$ cat config.mk
export PLATFORM = sky130hd
export DESIGN_NAME = line_peak_finder_flat
export DESIGN_NICKNAME = d
export VERILOG_FILES = /design/src/rtl/line_peak_finder_if.sv /design/src/rtl/line_peak_finder.sv /design/src/flat_wrapper.sv
export SDC_FILE = /design/constraint.sdc
export NUM_CORES = 1
export LEC_CHECK = 0
export ABC_AREA = 1
export ABC_CLOCK_PERIOD_IN_PS = 2900
export BUFFER_PORTS_ARGS = -buffer_cell sky130_fd_sc_hd__buf_2
export CAP_MARGIN = 20
export CORE_UTILIZATION = 30
export DETAILED_ROUTE_END_ITERATION = 10
export GPL_TIMING_DRIVEN = 0
export PLACE_DENSITY_LB_ADDON = 0.08
export SETUP_SLACK_MARGIN = 0.2
export SLEW_MARGIN = 20
export SYNTH_ARGS = -nofsm -noshare
export SYNTH_HDL_FRONTEND = slang
export SYNTH_SLANG_ARGS = --single-unit
export TNS_END_PERCENT = 20
$ cat constraint.sdc
create_clock -name clk -period 2.9 [get_ports clk]
set_input_delay 0.435 -clock clk [delete_from_list [all_inputs] [get_ports clk]]
set_output_delay 0.435 -clock clk [all_outputs]
set_load 0.005 [all_outputs]
$ cat src/rtl/line_peak_finder_if.sv
// ============================================================================
// line_peak_finder_if : scan request, line-RAM read port and result bus
// Rev 1.0
// ============================================================================
`default_nettype none

interface line_peak_finder_if #(
   parameter int LOGSIZE = 10,
   parameter int WIDTH   = 8
);
   logic               start;
   logic [WIDTH-1:0]   threshold;
   logic [LOGSIZE-1:0] bram_addr;
   logic [WIDTH-1:0]   bram_dout;
   logic               busy;
   logic               done;
   logic [LOGSIZE-1:0] peak_col;
   logic [WIDTH-1:0]   peak_val;
   logic               found;

   // master = requester plus line RAM; slave = the peak finder
   modport master (
      output start, threshold, bram_dout,
      input  bram_addr, busy, done, peak_col, peak_val, found
   );

   modport slave (
      input  start, threshold, bram_dout,
      output bram_addr, busy, done, peak_col, peak_val, found
   );
endinterface

`default_nettype wire

$ cat src/rtl/line_peak_finder.sv
// ============================================================================
// line_peak_finder : scans one image line in block RAM for its brightest column
// Optional macro LINE_PEAK_PLATEAU_EN reports the centre of a flat-topped peak.
// Rev 1.0
// ============================================================================
`default_nettype none

module line_peak_finder #(
   parameter int LOGSIZE  = 10,
   parameter int WIDTH    = 8,
   parameter int LINE_LEN = 640
) (
   input  wire logic         clk,
   input  wire logic         reset,
   line_peak_finder_if.slave bus
);

   localparam logic [LOGSIZE-1:0] C_LAST_COL = LOGSIZE'(LINE_LEN - 1);

   typedef enum logic [1:0] {
      S_IDLE   = 2'd0,
      S_SCAN   = 2'd1,
      S_DRAIN  = 2'd2,
      S_REPORT = 2'd3
   } state_t;

   state_t             state_q, state_d;
   logic [LOGSIZE-1:0] addr_q, addr_d;
   logic [WIDTH-1:0]   thr_q, thr_d;
   logic               tag_vld_q, tag_vld_d;
   logic [LOGSIZE-1:0] tag_col_q, tag_col_d;
   logic [WIDTH-1:0]   max_q, max_d;
   logic [LOGSIZE-1:0] first_q, first_d;
   logic               busy_q, busy_d;
   logic               done_q, done_d;
   logic [LOGSIZE-1:0] pcol_q, pcol_d;
   logic [WIDTH-1:0]   pval_q, pval_d;
   logic               found_q, found_d;
`ifdef LINE_PEAK_PLATEAU_EN
   logic [LOGSIZE-1:0] last_q, last_d;
   logic [LOGSIZE:0]   centre_sum;
   assign centre_sum = {1'b0, first_q} + {1'b0, last_q};
`endif

   always_ff @(posedge clk or posedge reset) begin
      if (reset) state_q <= S_IDLE;
      else       state_q <= state_d;
   end

   always_comb begin
      state_d   = state_q;
      addr_d    = addr_q;
      thr_d     = thr_q;
      max_d     = max_q;
      first_d   = first_q;
      busy_d    = busy_q;
      done_d    = 1'b0;
      pcol_d    = pcol_q;
      pval_d    = pval_q;
      found_d   = found_q;
      tag_vld_d = (state_q == S_SCAN);
      tag_col_d = addr_q;
`ifdef LINE_PEAK_PLATEAU_EN
      last_d    = last_q;
`endif

      // Column 0 seeds the running max; later columns need a strict win
      if (tag_vld_q) begin
         if ((tag_col_q == '0) || (bus.bram_dout > max_q)) begin
            max_d   = bus.bram_dout;
            first_d = tag_col_q;
`ifdef LINE_PEAK_PLATEAU_EN
            last_d  = tag_col_q;
         end else if (bus.bram_dout == max_q) begin
            last_d  = tag_col_q;
`endif
         end
      end

      case (state_q)
         S_IDLE: begin
            if (bus.start) begin
               thr_d   = bus.threshold;
               max_d   = '0;
               first_d = '0;
`ifdef LINE_PEAK_PLATEAU_EN
               last_d  = '0;
`endif
               addr_d  = '0;
               busy_d  = 1'b1;
               state_d = S_SCAN;
            end
         end
         S_SCAN: begin
            if (addr_q == C_LAST_COL) state_d = S_DRAIN;
            else                      addr_d  = addr_q + 1'b1;
         end
         S_DRAIN: state_d = S_REPORT;
         S_REPORT: begin
            pval_d  = max_q;
`ifdef LINE_PEAK_PLATEAU_EN
            pcol_d  = centre_sum[LOGSIZE:1];
`else
            pcol_d  = first_q;
`endif
            found_d = (max_q >= thr_q);
            done_d  = 1'b1;
            busy_d  = 1'b0;
            state_d = S_IDLE;
         end
         default: state_d = S_IDLE;
      endcase
   end

   always_ff @(posedge clk or posedge reset) begin
      if (reset) begin
         addr_q    <= '0;
         thr_q     <= '0;
         tag_vld_q <= 1'b0;
         tag_col_q <= '0;
         max_q     <= '0;
         first_q   <= '0;
         busy_q    <= 1'b0;
         done_q    <= 1'b0;
         pcol_q    <= '0;
         pval_q    <= '0;
         found_q   <= 1'b0;
`ifdef LINE_PEAK_PLATEAU_EN
         last_q    <= '0;
`endif
      end else begin
         addr_q    <= addr_d;
         thr_q     <= thr_d;
         tag_vld_q <= tag_vld_d;
         tag_col_q <= tag_col_d;
         max_q     <= max_d;
         first_q   <= first_d;
         busy_q    <= busy_d;
         done_q    <= done_d;
         pcol_q    <= pcol_d;
         pval_q    <= pval_d;
         found_q   <= found_d;
`ifdef LINE_PEAK_PLATEAU_EN
         last_q    <= last_d;
`endif
      end
   end

   assign bus.bram_addr = addr_q;
   assign bus.busy      = busy_q;
   assign bus.done      = done_q;
   assign bus.peak_col  = pcol_q;
   assign bus.peak_val  = pval_q;
   assign bus.found     = found_q;

endmodule

`default_nettype wire

$ cat src/flat_wrapper.sv
// flat-port wrapper written by rule: the top's interface ports become plain ports
module line_peak_finder_flat 
#(
   parameter int LOGSIZE  = 10,
   parameter int WIDTH    = 8,
   parameter int LINE_LEN = 640
)
  (clk, reset, bus_start, bus_threshold, bus_bram_dout, bus_bram_addr, bus_busy, bus_done, bus_peak_col, bus_peak_val, bus_found);
  line_peak_finder_if #(.LOGSIZE(LOGSIZE), .WIDTH(WIDTH)) bus_i ();
  input  wire logic clk;
  input  wire logic reset;
  input wire logic [$bits(bus_i.start)-1:0] bus_start;
  input wire logic [$bits(bus_i.threshold)-1:0] bus_threshold;
  input wire logic [$bits(bus_i.bram_dout)-1:0] bus_bram_dout;
  output wire logic [$bits(bus_i.bram_addr)-1:0] bus_bram_addr;
  output wire logic [$bits(bus_i.busy)-1:0] bus_busy;
  output wire logic [$bits(bus_i.done)-1:0] bus_done;
  output wire logic [$bits(bus_i.peak_col)-1:0] bus_peak_col;
  output wire logic [$bits(bus_i.peak_val)-1:0] bus_peak_val;
  output wire logic [$bits(bus_i.found)-1:0] bus_found;
  assign bus_i.start = bus_start;
  assign bus_i.threshold = bus_threshold;
  assign bus_i.bram_dout = bus_bram_dout;
  assign bus_bram_addr = bus_i.bram_addr;
  assign bus_busy = bus_i.busy;
  assign bus_done = bus_i.done;
  assign bus_peak_col = bus_i.peak_col;
  assign bus_peak_val = bus_i.peak_val;
  assign bus_found = bus_i.found;
  line_peak_finder #(.LOGSIZE(LOGSIZE), .WIDTH(WIDTH), .LINE_LEN(LINE_LEN)) u_core (.clk(clk), .reset(reset), .bus(bus_i));
endmodule
==> metrics.md, run 1 <==
| Metric | Value |
|---|---|
| PwrDens | 1010 mW/mm^2 |
| Count of unique library cells instantiated by Yosys | 26 |
| Post CTS Setup Buffer Count | 0 |
| Final setup fails | 0 |
| Maximum fanout along the worst path | 10 |
| Routed via count | about 2700 |
| Top FF cell, synth | dfrtp_1 |
| Worst vdd ir | 403 uV |
| Power Total | between 4 and 5 mW |
| Unrepaired setup endpoints after global routing | false |
| Final Hold Viols | 0 |
| Total Routing Usage GR | roughly 14% |
| Cells after synthesis | 400 |
| Outcome | finished clean |
| Syn avg cell area | 8.43 um^2 |
| N_diodes | 0 |
| Slowest stage cell, crit path | dfrtp_1 |
| Die width | 108 um |
| Leading area contributor after synthesis | dfrtp_1 |
| Seq pwr share | 38.5% |
| Hold-fix buffers, CTS | 0 |
| Skew final | around 0.012 ns |
| Cell Int Power | about 2.3 mW |
| Combinational group share of total power | 43.9% |
| Fmax | just over 0.5 GHz |
| Slew Viols, Final | 0 |
| Switching pwr | 1.71 mW |
| Async S/R FF share, synth | 100% |
| CP endpoint kind | register |
| Warnings, synthesis | 0 |
| CTS Buffer Depth | 2 |
| Residual DRC | 0 |
| Seq cells post-synth | 70 |
| Synth top area cells | dfrtp_1, nand2_1, ha_1 |
| CP Data Required Time | roughly 3.1 ns |
| Worst-case reg-to-reg path depth | 12 |
| Number of H-tree levels | 3 |
| HPWL Detailed | 5560 um |
| Most common cell in the netlist | nand2_1 |
| Total gr overflow | 0 |
| Flop2flop setup slack | 0.92 ns |
| RR Endpoint | u_core.first_q[8]$_DFF_PP0_ |
| ANT nets after route | 0 |
| Crit path DAT | between 2 and 2.5 ns |
| Initial antenna violation count | 0 |
| FF-to-FF Start | u_core.max_q[7]$_DFF_PP0_ |
| Core box area | 0.0109 mm^2 |
| DRT iter0 DRCs | around 80 |
| Vias per cell | 4.38 |
| Max-Cap Viols | 0 |
| Startpoint types | register |
| Setup TNS | 0 ns |
| Wirelength per Cell | 12.5 um |
| CP dominant cell by count | nand2_1 |
| Fraction of layout cells with a size suffix above 1 | 17.8% |
| Post-synth top area share | about half |
| Nets@finish | 501 |
| Synthesized area | 0.00337 mm^2 |
| Initial Util | 31.0% |
| Vias in the first global route | between 2000 and 3000 |
| Clock sinks | 70 |
| Clock Latency Late Sink | ~0.35 ns |
| Ports | 50 |
| Critical path, cell by cell | inv_1 > ha_1 > nand2_1 > nor2_1 > nand2_1 > nand2_1 > nand2_1 > nand2_2 > buf_2 > nand3_1 > nand2_1 > nor2_1 |
| Worst-path clk slew | 0.08 ns |
| Hold WC Path Type | input port to asynchronous set/reset pin |
| Num rows | 38 |
| First-pass GRT wire length | 12800 um |
| Final worst path period need | 1.98 ns |
| Register area share after synthesis | 51.9% |
| Slew at the pin closest to its max-slew limit | 0.529 ns |
| Wirelength, routed | between 7000 and 8000 um |
| Max_slew headroom | 64.7% |
| Port bufs | ~50 |
| CTS Root Cell | clkbuf_8 |
| Crit path largest cell delay | 0.42 ns |
| Post-synth top cells | nand2_1, dfrtp_1, inv_1 |
| Die height | around 110 um |
| Clock tree from TritonCTS | yes |
| Post-synth EDFFs | 0 |
| Leakage power | ~2.1 nW |
| Drt pass-1 iters | 4 |
| Clock Power Share | 17.6% |
| Sw Share | 42.4% |
| Gpl congestion | 0.782 |
| Syn_nets | 440 |
| Final period util | between 60 and 70% |
| Largest net degree at the start of global routing | 47 |
| Post-cts resize count | 0 |
| Syn-to-layout area delta | 18.5% |
| Die ar. | 0.0117 mm^2 |
| Inserted Clock Buffers | 9 |
| Worst Setup Path Type | register to register |
==> logic make-up (layout without fill, tap and decap cells) <==
family,count (synthesis),in the layout,share of synthesized area [%]
buffers and inverters,68,134,8.05
flip-flops,70,70,51.9
adder cells (fa/ha/maj),21,21,7.79
AND/OR/NAND/NOR,179,179,22.3
AO/OA/AOI/OAI,62,62,9.91
==> worst max path at each step <==
stage	to	from	cells after the start	slack (ns)
6_report	u_core.first_q[8]$_DFF_PP0_	u_core.max_q[7]$_DFF_PP0_	12	0.92
5_1_grt	u_core.first_q[6]$_DFF_PP0_	u_core.state_q[0]$_DFFE_PP0P_	7	0.71
4_1_cts	u_core.first_q[8]$_DFF_PP0_	u_core.max_q[7]$_DFF_PP0_	12	0.92
3_5_place_dp	u_core.first_q[8]$_DFF_PP0_	bus_bram_dout[7]	12	0.86
3_3_place_gp	u_core.bus.peak_col[1]$_DFFE_PP0P_	reset	2	-0.30
2_1_floorplan	u_core.bus.bram_addr[0]$_DFFE_PP0P_	reset	1	0.70
==> layout by cell type (no fill, tap or decap), types with 5 or more instances in the layout <==
cell | Yosys | routed
nand2_1 | 104 | 104
dfrtp_1 | 70 | 70
buf_2 | 4 | 53
inv_1 | 52 | 51
nor2_1 | 33 | 33
o21ai_0 | 28 | 28
nand3_1 | 27 | 27
a21oi_1 | 26 | 26
ha_1 | 21 | 21
clkbuf_1 | 9 | 9
clkbuf_8 | 0 | 9
nand4_1 | 5 | 5
==> flip-flops by register name (all words and copies together), names as in the netlist, 2 cells and up <==
register	count
u_core.state_q	2
u_core.bus.peak_col	10
u_core.bus.peak_val	8
u_core.bus.bram_addr	10
u_core.tag_col_q	10
u_core.first_q	10
u_core.thr_q	8
u_core.max_q	8
==> per-layer routing <==
metal  vias to the layer above  GRT usage (%)  part of all wire (%)
met5                         -              0                     0
met2                        40           21.7                    43
met1                      1209           19.9                    52
li1                       1394              -                     -
met4                         0           6.07                   1.9
met3                        13           3.19                   3.6
==> worst max-delay path, delay by kind of cell, from the launching register on <==
kind | cells | cell delay (ns)
adder cells (fa/ha/maj) | 1 | 0.29
buffers and inverters | 2 | 0.35
AND/OR/NAND/NOR | 9 | 0.80
flip-flops | 1 | 0.42
==> final cells by class <==
| class | instances | area (um^2) |
|---|---|---|
| clock inverters | 7 | 50.0 |
| well taps | 140 | 175 |
| clock buffers | 9 | 124 |
| fillers | 1160 | 6890 |
| plain buffers | 15 | 72.6 |
| multi-input cells | 262 | 1350 |
| repair buffers | 50 | 273 |
| inverters | 53 | 201 |
| flip-flops and latches | 70 | 1750 |
==> power groups by stage <==
| stage | clock, mW | combinational, mW | sequential, mW |
|---|---|---|---|
| 2_1_floorplan | 0 | 1.26 | 1.53 |
| 3_3_place_gp | 0 | 1.77 | 1.56 |
| 3_5_place_dp | 0 | 1.80 | 1.57 |
| 4_1_cts | 0.739 | 1.81 | 1.55 |
| 5_1_grt | 0.778 | 2.08 | 1.60 |
| 6_report | 0.710 | 1.77 | 1.55 |
==> per-stage QoR <==
stage	setup slack [ns]	util, %	hold slack (ns)	instance area (um^2)	instances
detailed placement	0.862	35.1	0.445	3820	590
finish	0.922	36.7	0.0499	4000	606
global placement	-0.304	34.8	0.450	3790	589
CTS	0.915	36.7	0.0547	4000	606
floorplan	0.697	-	0.433	3370	400
global route	0.711	36.7	0.0639	4000	606
No activity file was read; power rests on OpenSTA's default activity.
==> inputs of run 2 (changes only) <==
ABC_CLOCK_PERIOD_IN_PS = 2000   (was 2900)
clock period = 2 ns   (was 2.9 ns; I/O delays follow)
==> run 2 against run 1 <==
Net effect: sequential power is 42% higher; setup slack worse by 0.60 ns; clock skew is 0.0016 ns lower; non-clock buffer count is 15 higher; register-to-register slack worse by 0.60 ns; die area stayed put; hold slack better by 0.11 ns; count of clock-buffer cells in the layout is 4 higher; via count is 2.7% higher; final cell count is 2.5% higher; largest cell class unchanged; largest power group unchanged; highest routed layer unchanged.
==> metrics.md, run 2 (same netlist as run 1, synthesis figures left out) <==
| Metric | Value |
|---|---|
| Initial Util | 31.0% (unchanged) |
| DRT iter0 DRCs | 72 (-7.7%) |
| Slowest stage cell, crit path | dfrtp_1 |
| Skew final | 0.0107 ns (-0.00158 ns) |
| Total gr overflow | 0 (unchanged) |
| Ports | 50 (unchanged) |
| Delay-heaviest family, CP | simple AND/OR/NAND/NOR gates |
| Port bufs | 49 (unchanged) |
| WHS | 0.158 ns (+0.108 ns) |
| Buf+Inv Stages, Crit Path | 2 (unchanged) |
| Cell Int Power | 3.82 mW (+65%) |
| CP Data Required Time | 2.22 ns (-0.92 ns) |
| Syn-to-layout area delta | 24.8% |
| Die height | 108 um (unchanged) |
| Most frequent cells in the layout | nand2_1, dfrtp_1, buf_2 |
| Final setup fails | 0 (unchanged) |
| Inserted Clock Buffers | 9 (unchanged) |
| Worst hold endpoint | u_core.thr_q[0]$_DFFE_PP0P_ |
| Number of H-tree levels | 3 (unchanged) |
| Slew at the pin closest to its max-slew limit | 0.490 ns (-0.0386 ns) |
| Worst-case reg-to-reg path depth | 11 (-1) |
| Worst vdd ir | 475 uV (+18%) |
| Vias per cell | 4.39 (+0.19%) |
| RR Endpoint | u_core.first_q[7]$_DFF_PP0_ |
| Final period util | 83.9% (+16 points) |
| Fmax | 0.596 GHz (+18%) |
| Seq pwr share | 34.7% (-3.8 points) |
| Fraction of layout cells with a size suffix above 1 | 22.7% (+4.8 points) |
| First-pass GRT wire length | 12900 um (+0.92%) |
| Clock Power Share | 18.5% (+0.9 points) |
| Switching pwr | 2.53 mW (+48%) |
| Die width | 108 um (unchanged) |
| Slew Viols, Final | 0 (unchanged) |
| Crit path largest cell delay | 0.39 ns (-0.03 ns) |
| Unrepaired setup endpoints after global routing | true |
| FF-to-FF Start | u_core.max_q[5]$_DFF_PP0_ |
| Die ar. | 0.0117 mm^2 (unchanged) |
| Max_slew headroom | 67.3% (+2.6 points) |
| Area of the multi-input gates | 0.00138 mm^2 (+2.5%) |
| Worst-path clk slew | 0.07 ns (about the same) |
| Hold WC Path Type | input port to register |
| Clock sinks | 70 (unchanged) |
| FF+latch area | 0.00175 mm^2 (+0.14%) |
| Most common cell after layout, fill and taps aside | nand2_1 |
| Hold path start | bus_threshold[0] |
| Critical path, cell by cell | inv_2 > ha_1 > a21oi_1 > nor2_1 > nor2_1 > nand2_1 > nand2_2 > nand2_4 > buf_6 > a21oi_1 > nor2_1 |
| Nets@finish | 516 (+3.0%) |
| PwrDens | 1510 mW/mm^2 (+50%) |
| Worst Setup Path Type | register to register |
| Routed via count | 2727 (+2.7%) |
| Startpoint types | register |
| Crit path DAT | 1.90 ns (-0.31 ns) |
| CP endpoint kind | register |
| Vias in the first global route | 2574 (-0.89%) |
| N_diodes | 0 (unchanged) |
| Gpl congestion | 0.779 (-0.42%) |
| Wirelength per Cell | 12.4 um (-0.91%) |
| Flop2flop setup slack | 0.32 ns (-0.60 ns) |
| CTS Root Cell | clkbuf_8 |
| HPWL Detailed | 5570 um (+0.28%) |
| Initial antenna violation count | 0 (unchanged) |
| ANT nets after route | 0 (unchanged) |
| Combinational group share of total power | 46.8% (+2.9 points) |
| Metal1 wirelength | 4030 um (+2.8%) |
| Largest net degree at the start of global routing | 30 (-36%) |
| Met2 routed WL | 3320 um (+2.1%) |
| # fillers | 1171 (+0.95%) |
| Leakage power | 2.20 nW (+5.0%) |
| Met3 routed WL | 245 um (-11%) |
| Max-Cap Viols | 0 (unchanged) |
| Core box area | 0.0109 mm^2 (unchanged) |
| Num rows | 38 (unchanged) |
| Setup TNS | 0 ns (unchanged) |
| Uppermost layer routed | met4 |
| Sw Share | 39.8% (-2.6 points) |
| Total Routing Usage GR | 14.4% (-0.022 points) |
| Residual DRC | 0 (unchanged) |
| Maximum fanout along the worst path | 10 (unchanged) |
| CTS Buffer Depth | 2 (unchanged) |
| Critical Path Start | u_core.max_q[5]$_DFF_PP0_ |
| Final Hold Viols | 0 (unchanged) |
| Clock tree from TritonCTS | yes |
| Clock Latency Late Sink | 0.34 ns (about the same) |
| Hold depth | 3 |
| Final worst path period need | 1.68 ns (-0.299 ns) |
| Wirelength, routed | 7710 um (+1.5%) |
| CP dominant cell by count | nor2_1 |
| Outcome | finished clean |
| Drt pass-1 iters | 4 (unchanged) |
## run 2: cell types whose count changed in the layout (fill, tap and decap cells not counted), moves of 2 or more
cell      change
dfrtp_1       -2
buf_4        +13
inv_2         +2
a21oi_1       -3
buf_6         +3
buf_2         -3
buf_12        +2
inv_1         -2
clkbuf_8      +2
clkbuf_2      +3
dfrtp_2       +2
a21oi_2       +3
## run 2: per-layer routing
metal / up-vias / global-route usage, %
met2: 47 / 20.8
met3: 9 / 2.47
met1: 1248 / 21.0
met4: 0 / 5.87
li1: 1423 / -
met5: - / 0
## run 2: worst reg2reg max path, delay by kind of cell, from the launching register on
| kind | cells | cell delay [ns] |
|---|---|---|
| adder cells (fa/ha/maj) | 1 | 0.24 |
| flip-flops | 1 | 0.39 |
| buffers and inverters | 2 | 0.23 |
| AO/OA/AOI/OAI | 2 | 0.27 |
| AND/OR/NAND/NOR | 6 | 0.43 |
## run 2: stage by stage
stage	worst slack, ns	std cells	cell area [um^2]	util [%]	power [mW]
floorplan	0.405	400	3380	-	4.05
global placement	0.0625	589	3800	34.9	4.81
detailed placement	0.0527	591	3840	35.2	4.88
CTS	0.198	614	4110	37.7	6.23
global route	0.153	621	4210	38.6	7.00
finish	0.321	621	4210	38.6	6.35
## run 2: how the worst max path moves through the flow
stage / endpoint / slack [ns] / depth (start not counted)
after global routing: u_core.first_q[6]$_DFF_PP0_ / 0.15 / 12
after detailed placement: u_core.first_q[8]$_DFF_PP0_ / 0.05 / 12
after CTS: u_core.first_q[8]$_DFF_PP0_ / 0.20 / 14
after floorplan: u_core.max_q[4]$_DFF_PP0_ / 0.40 / 12
final: u_core.first_q[7]$_DFF_PP0_ / 0.32 / 11
after global placement: u_core.first_q[8]$_DFF_PP0_ / 0.06 / 12
## run 2: area by class of cell
cell class	count	area share, %
inverter	53	4.91
buffer	15	2.26
clock inverter	3	1.01
tap	140	4.16
multi-input combinational	262	32.9
timing repair buffer	65	9.34
sequential	70	41.7
clock buffer	13	3.78
## run 2: repair_timing
action | CTS | global route
pin swaps | 0 | 1
gates resized for setup | 7 | 17
setup buffers | 6 | 6
setup endpoints to repair | 28 | 40
hold buffers | 1 | 0
hold endpoints to repair | 14 | 0
gates cloned | 0 | 1
## run 2: power groups by stage
stage	logic, mW	registers (mW)	clock network [mW]
4_1_cts	2.79	2.22	1.22
6_report	2.98	2.20	1.18
3_5_place_dp	2.61	2.28	0
5_1_grt	3.45	2.26	1.29
3_3_place_gp	2.55	2.26	0
2_1_floorplan	1.83	2.22	0
==> inputs of run 3 (changes only) <==
ABC_CLOCK_PERIOD_IN_PS = 1500   (was 2000)
clock period = 1.5 ns   (was 2 ns; I/O delays follow)
==> run 3 against run 2 <==
Net effect: the run now ends with setup timing left; non-clock buffer count rose by 11; flip-flop and latch count did not move; fmax fell by 1.3%; global-route usage rose by 0.80 points; total power rose by 48%; critical path depth rose by 3; critical endpoint is now u_core.max_q[6]$_DFF_PP0_; largest power group unchanged.
==> metrics.md, run 3 (same netlist as run 1, synthesis figures left out) <==
| Metric | Value |
|---|---|
| Outcome | finished, violations left |
| Failing checks | setup timing |
| Number of H-tree levels | 3 (unchanged) |
| ANT nets after route | 0 (unchanged) |
| CTS Root Cell | clkbuf_8 |
| Final Instance Area | 0.00453 mm^2 (+7.6%) |
| Die ar. | 0.0117 mm^2 (unchanged) |
| CP endpoint kind | register |
| N_diodes | 0 (unchanged) |
| Clock tree from TritonCTS | yes |
| Routed via count | 2831 (+3.8%) |
| CTS Buffer Depth | 2 (unchanged) |
| DRT iter0 DRCs | 68 (-5.6%) |
| Fraction of layout cells with a size suffix above 1 | 33.3% (+11 points) |
| Wirelength, routed | 8200 um (+6.4%) |
| Vias in the first global route | 2726 (+5.9%) |
| Final core utilization | 41.6% (+2.9 points) |
| Die height | 108 um (unchanged) |
| HPWL Detailed | 5570 um (unchanged) |
| CP Data Required Time | 1.73 ns (-0.49 ns) |
| Die width | 108 um (unchanged) |
| Flop2flop setup slack | -0.20 ns (-0.52 ns) |
| Total Routing Usage GR | 15.2% (+0.80 points) |
| Initial antenna violation count | 0 (unchanged) |
| Slew Viols, Final | 0 (unchanged) |
| Gpl congestion | 0.779 (unchanged) |
| Fmax | 0.588 GHz (-1.3%) |
| Num rows | 38 (unchanged) |
| Crit path DAT | 1.93 ns (+0.03 ns) |
| Skew final | 0.0115 ns (+0.000809 ns) |
| Core box area | 0.0109 mm^2 (unchanged) |
| Hold WC Path Type | input port to register |
| Total gr overflow | 0 (unchanged) |
| Slowest stage cell, crit path | dfrtp_1 |
| Clock sinks | 70 (unchanged) |
| Critical Path Start | u_core.max_q[3]$_DFF_PP0_ |
| Drt pass-1 iters | 4 (unchanged) |
| Inserted Clock Buffers | 9 (unchanged) |
| Worst-path clk slew | 0.08 ns (about the same) |
| Wirelength per Cell | 13.0 um (+4.5%) |
| Worst-case reg-to-reg path depth | 14 (+3) |
| Hold path start | bus_threshold[0] |
| Syn-to-layout area delta | 34.3% |
| RR Endpoint | u_core.max_q[6]$_DFF_PP0_ |
| Final period util | 113% (+29 points) |
| Slew at the pin closest to its max-slew limit | 0.639 ns (+0.149 ns) |
| Buf+Inv Stages, Crit Path | 3 (+1) |
| First-pass GRT wire length | 13600 um (+5.8%) |
| Largest net degree at the start of global routing | 30 (unchanged) |
| PwrDens | 2080 mW/mm^2 (+38%) |
| Final worst path period need | 1.70 ns (+0.0217 ns) |
| Residual DRC | 0 (unchanged) |
| Final Hold Viols | 0 (unchanged) |
| Clock Latency Late Sink | 0.34 ns (about the same) |
| Vias per cell | 4.48 (+2.0%) |
| Ports | 50 (unchanged) |
| Delay-heaviest family, CP | simple AND/OR/NAND/NOR gates |
| Critical path, cell by cell | inv_2 > ha_4 > nand2_2 > inv_2 > nand2_1 > nand2_1 > nand2_1 > nand2_1 > nand2_2 > nand2_4 > buf_6 > nand3_2 > nand2_2 > nor2_1 |
| Port bufs | 49 (unchanged) |
| Max_slew headroom | 57.4% (-9.9 points) |
| Setup TNS | -4.12 ns (-4.12 ns) |
| Final worst slack | -0.201 ns (-0.522 ns) |
| Worst vdd ir | 673 uV (+42%) |
| Unrepaired setup endpoints after global routing | true |
| Final setup fails | 28 (+28) |
| Nets@finish | 527 (+2.1%) |
| Most common cell after layout, fill and taps aside | nand2_1 |
| Post-DP Area | 0.00384 mm^2 (unchanged) |
| Maximum fanout along the worst path | 8 (-2) |
| Max-Cap Viols | 0 (unchanged) |
| Worst setup path endpoint | u_core.max_q[6]$_DFF_PP0_ |
| Startpoint types | register |
| WHS | 0.0804 ns (-0.0772 ns) |
| Worst Setup Path Type | register to register |
| Initial Util | 31.0% (unchanged) |
| # placed instances | 591 (unchanged) |
| Final std cells w/o fill | 632 (+1.8%) |
| FF-to-FF Start | u_core.max_q[3]$_DFF_PP0_ |
| Leakage power | 2.30 nW (+4.1%) |
| Stages on worst setup path | 14 (+3) |
| Crit path largest cell delay | 0.38 ns (about the same) |
| CP dominant cell by count | nand2_1 |
| Most frequent cells in the layout | nand2_1, dfrtp_1, buf_2 |
==> run 3: final cells by class <==
class	instances	area, um^2
clock buffers	13	159
fillers	1131	6360
inverters	53	210
plain buffers	15	128
well taps	140	175
flip-flops and latches	70	1750
clock inverters	3	42.5
repair buffers	76	494
multi-input cells	262	1570
==> run 3: worst min-delay path by stage <==
stage	endpoint	slack [ns]	depth (start not counted)
floorplan	u_core.thr_q[0]$_DFFE_PP0P_	0.33	2
global placement	u_core.thr_q[0]$_DFFE_PP0P_	0.42	3
detailed placement	u_core.tag_col_q[3]$_DFF_PP0_	0.25	2
CTS	u_core.thr_q[0]$_DFFE_PP0P_	0.07	3
global route	u_core.thr_q[0]$_DFFE_PP0P_	0.1	3
finish	u_core.thr_q[0]$_DFFE_PP0P_	0.08	3
==> run 3: power by group <==
| group | total [mW] | switching (mW) | internal (mW) |
|---|---|---|---|
| logic | 4.87 | 2.69 | 2.18 |
| registers | 2.95 | 0.358 | 2.59 |
| clock network | 1.59 | 0.727 | 0.859 |
==> run 3: metal layers <==
layer | global-route usage (%) | share of wire, %
met5 | 0 | 0
met4 | 5.87 | 1.6
met3 | 2.47 | 2.9
met2 | 22.8 | 44
met1 | 21.8 | 51
==> run 3: worst min-delay path, cell delays in order <==
cell and delay [ns]:
buf_2 0.07, nand2_1 0.04, nand2_1 0.04
==> run 3: per-stage QoR <==
| stage | power (mW) | setup slack (ns) |
|---|---|---|
| floorplan | 5.40 | -0.0950 |
| global placement | 6.42 | -0.437 |
| detailed placement | 6.51 | -0.447 |
| CTS | 9.18 | -0.176 |
| global route | 10.3 | -0.341 |
| finish | 9.41 | -0.201 |
==> run 3: what timing repair did <==
item                                   CTS  global route
endpoints found under the hold margin   14             0
gates resized for setup                 65            29
buffers inserted                        20             1
pin swaps                               12            16
hold buffers                             1             0
gates cloned                             3             0
setup endpoints to repair               59            58
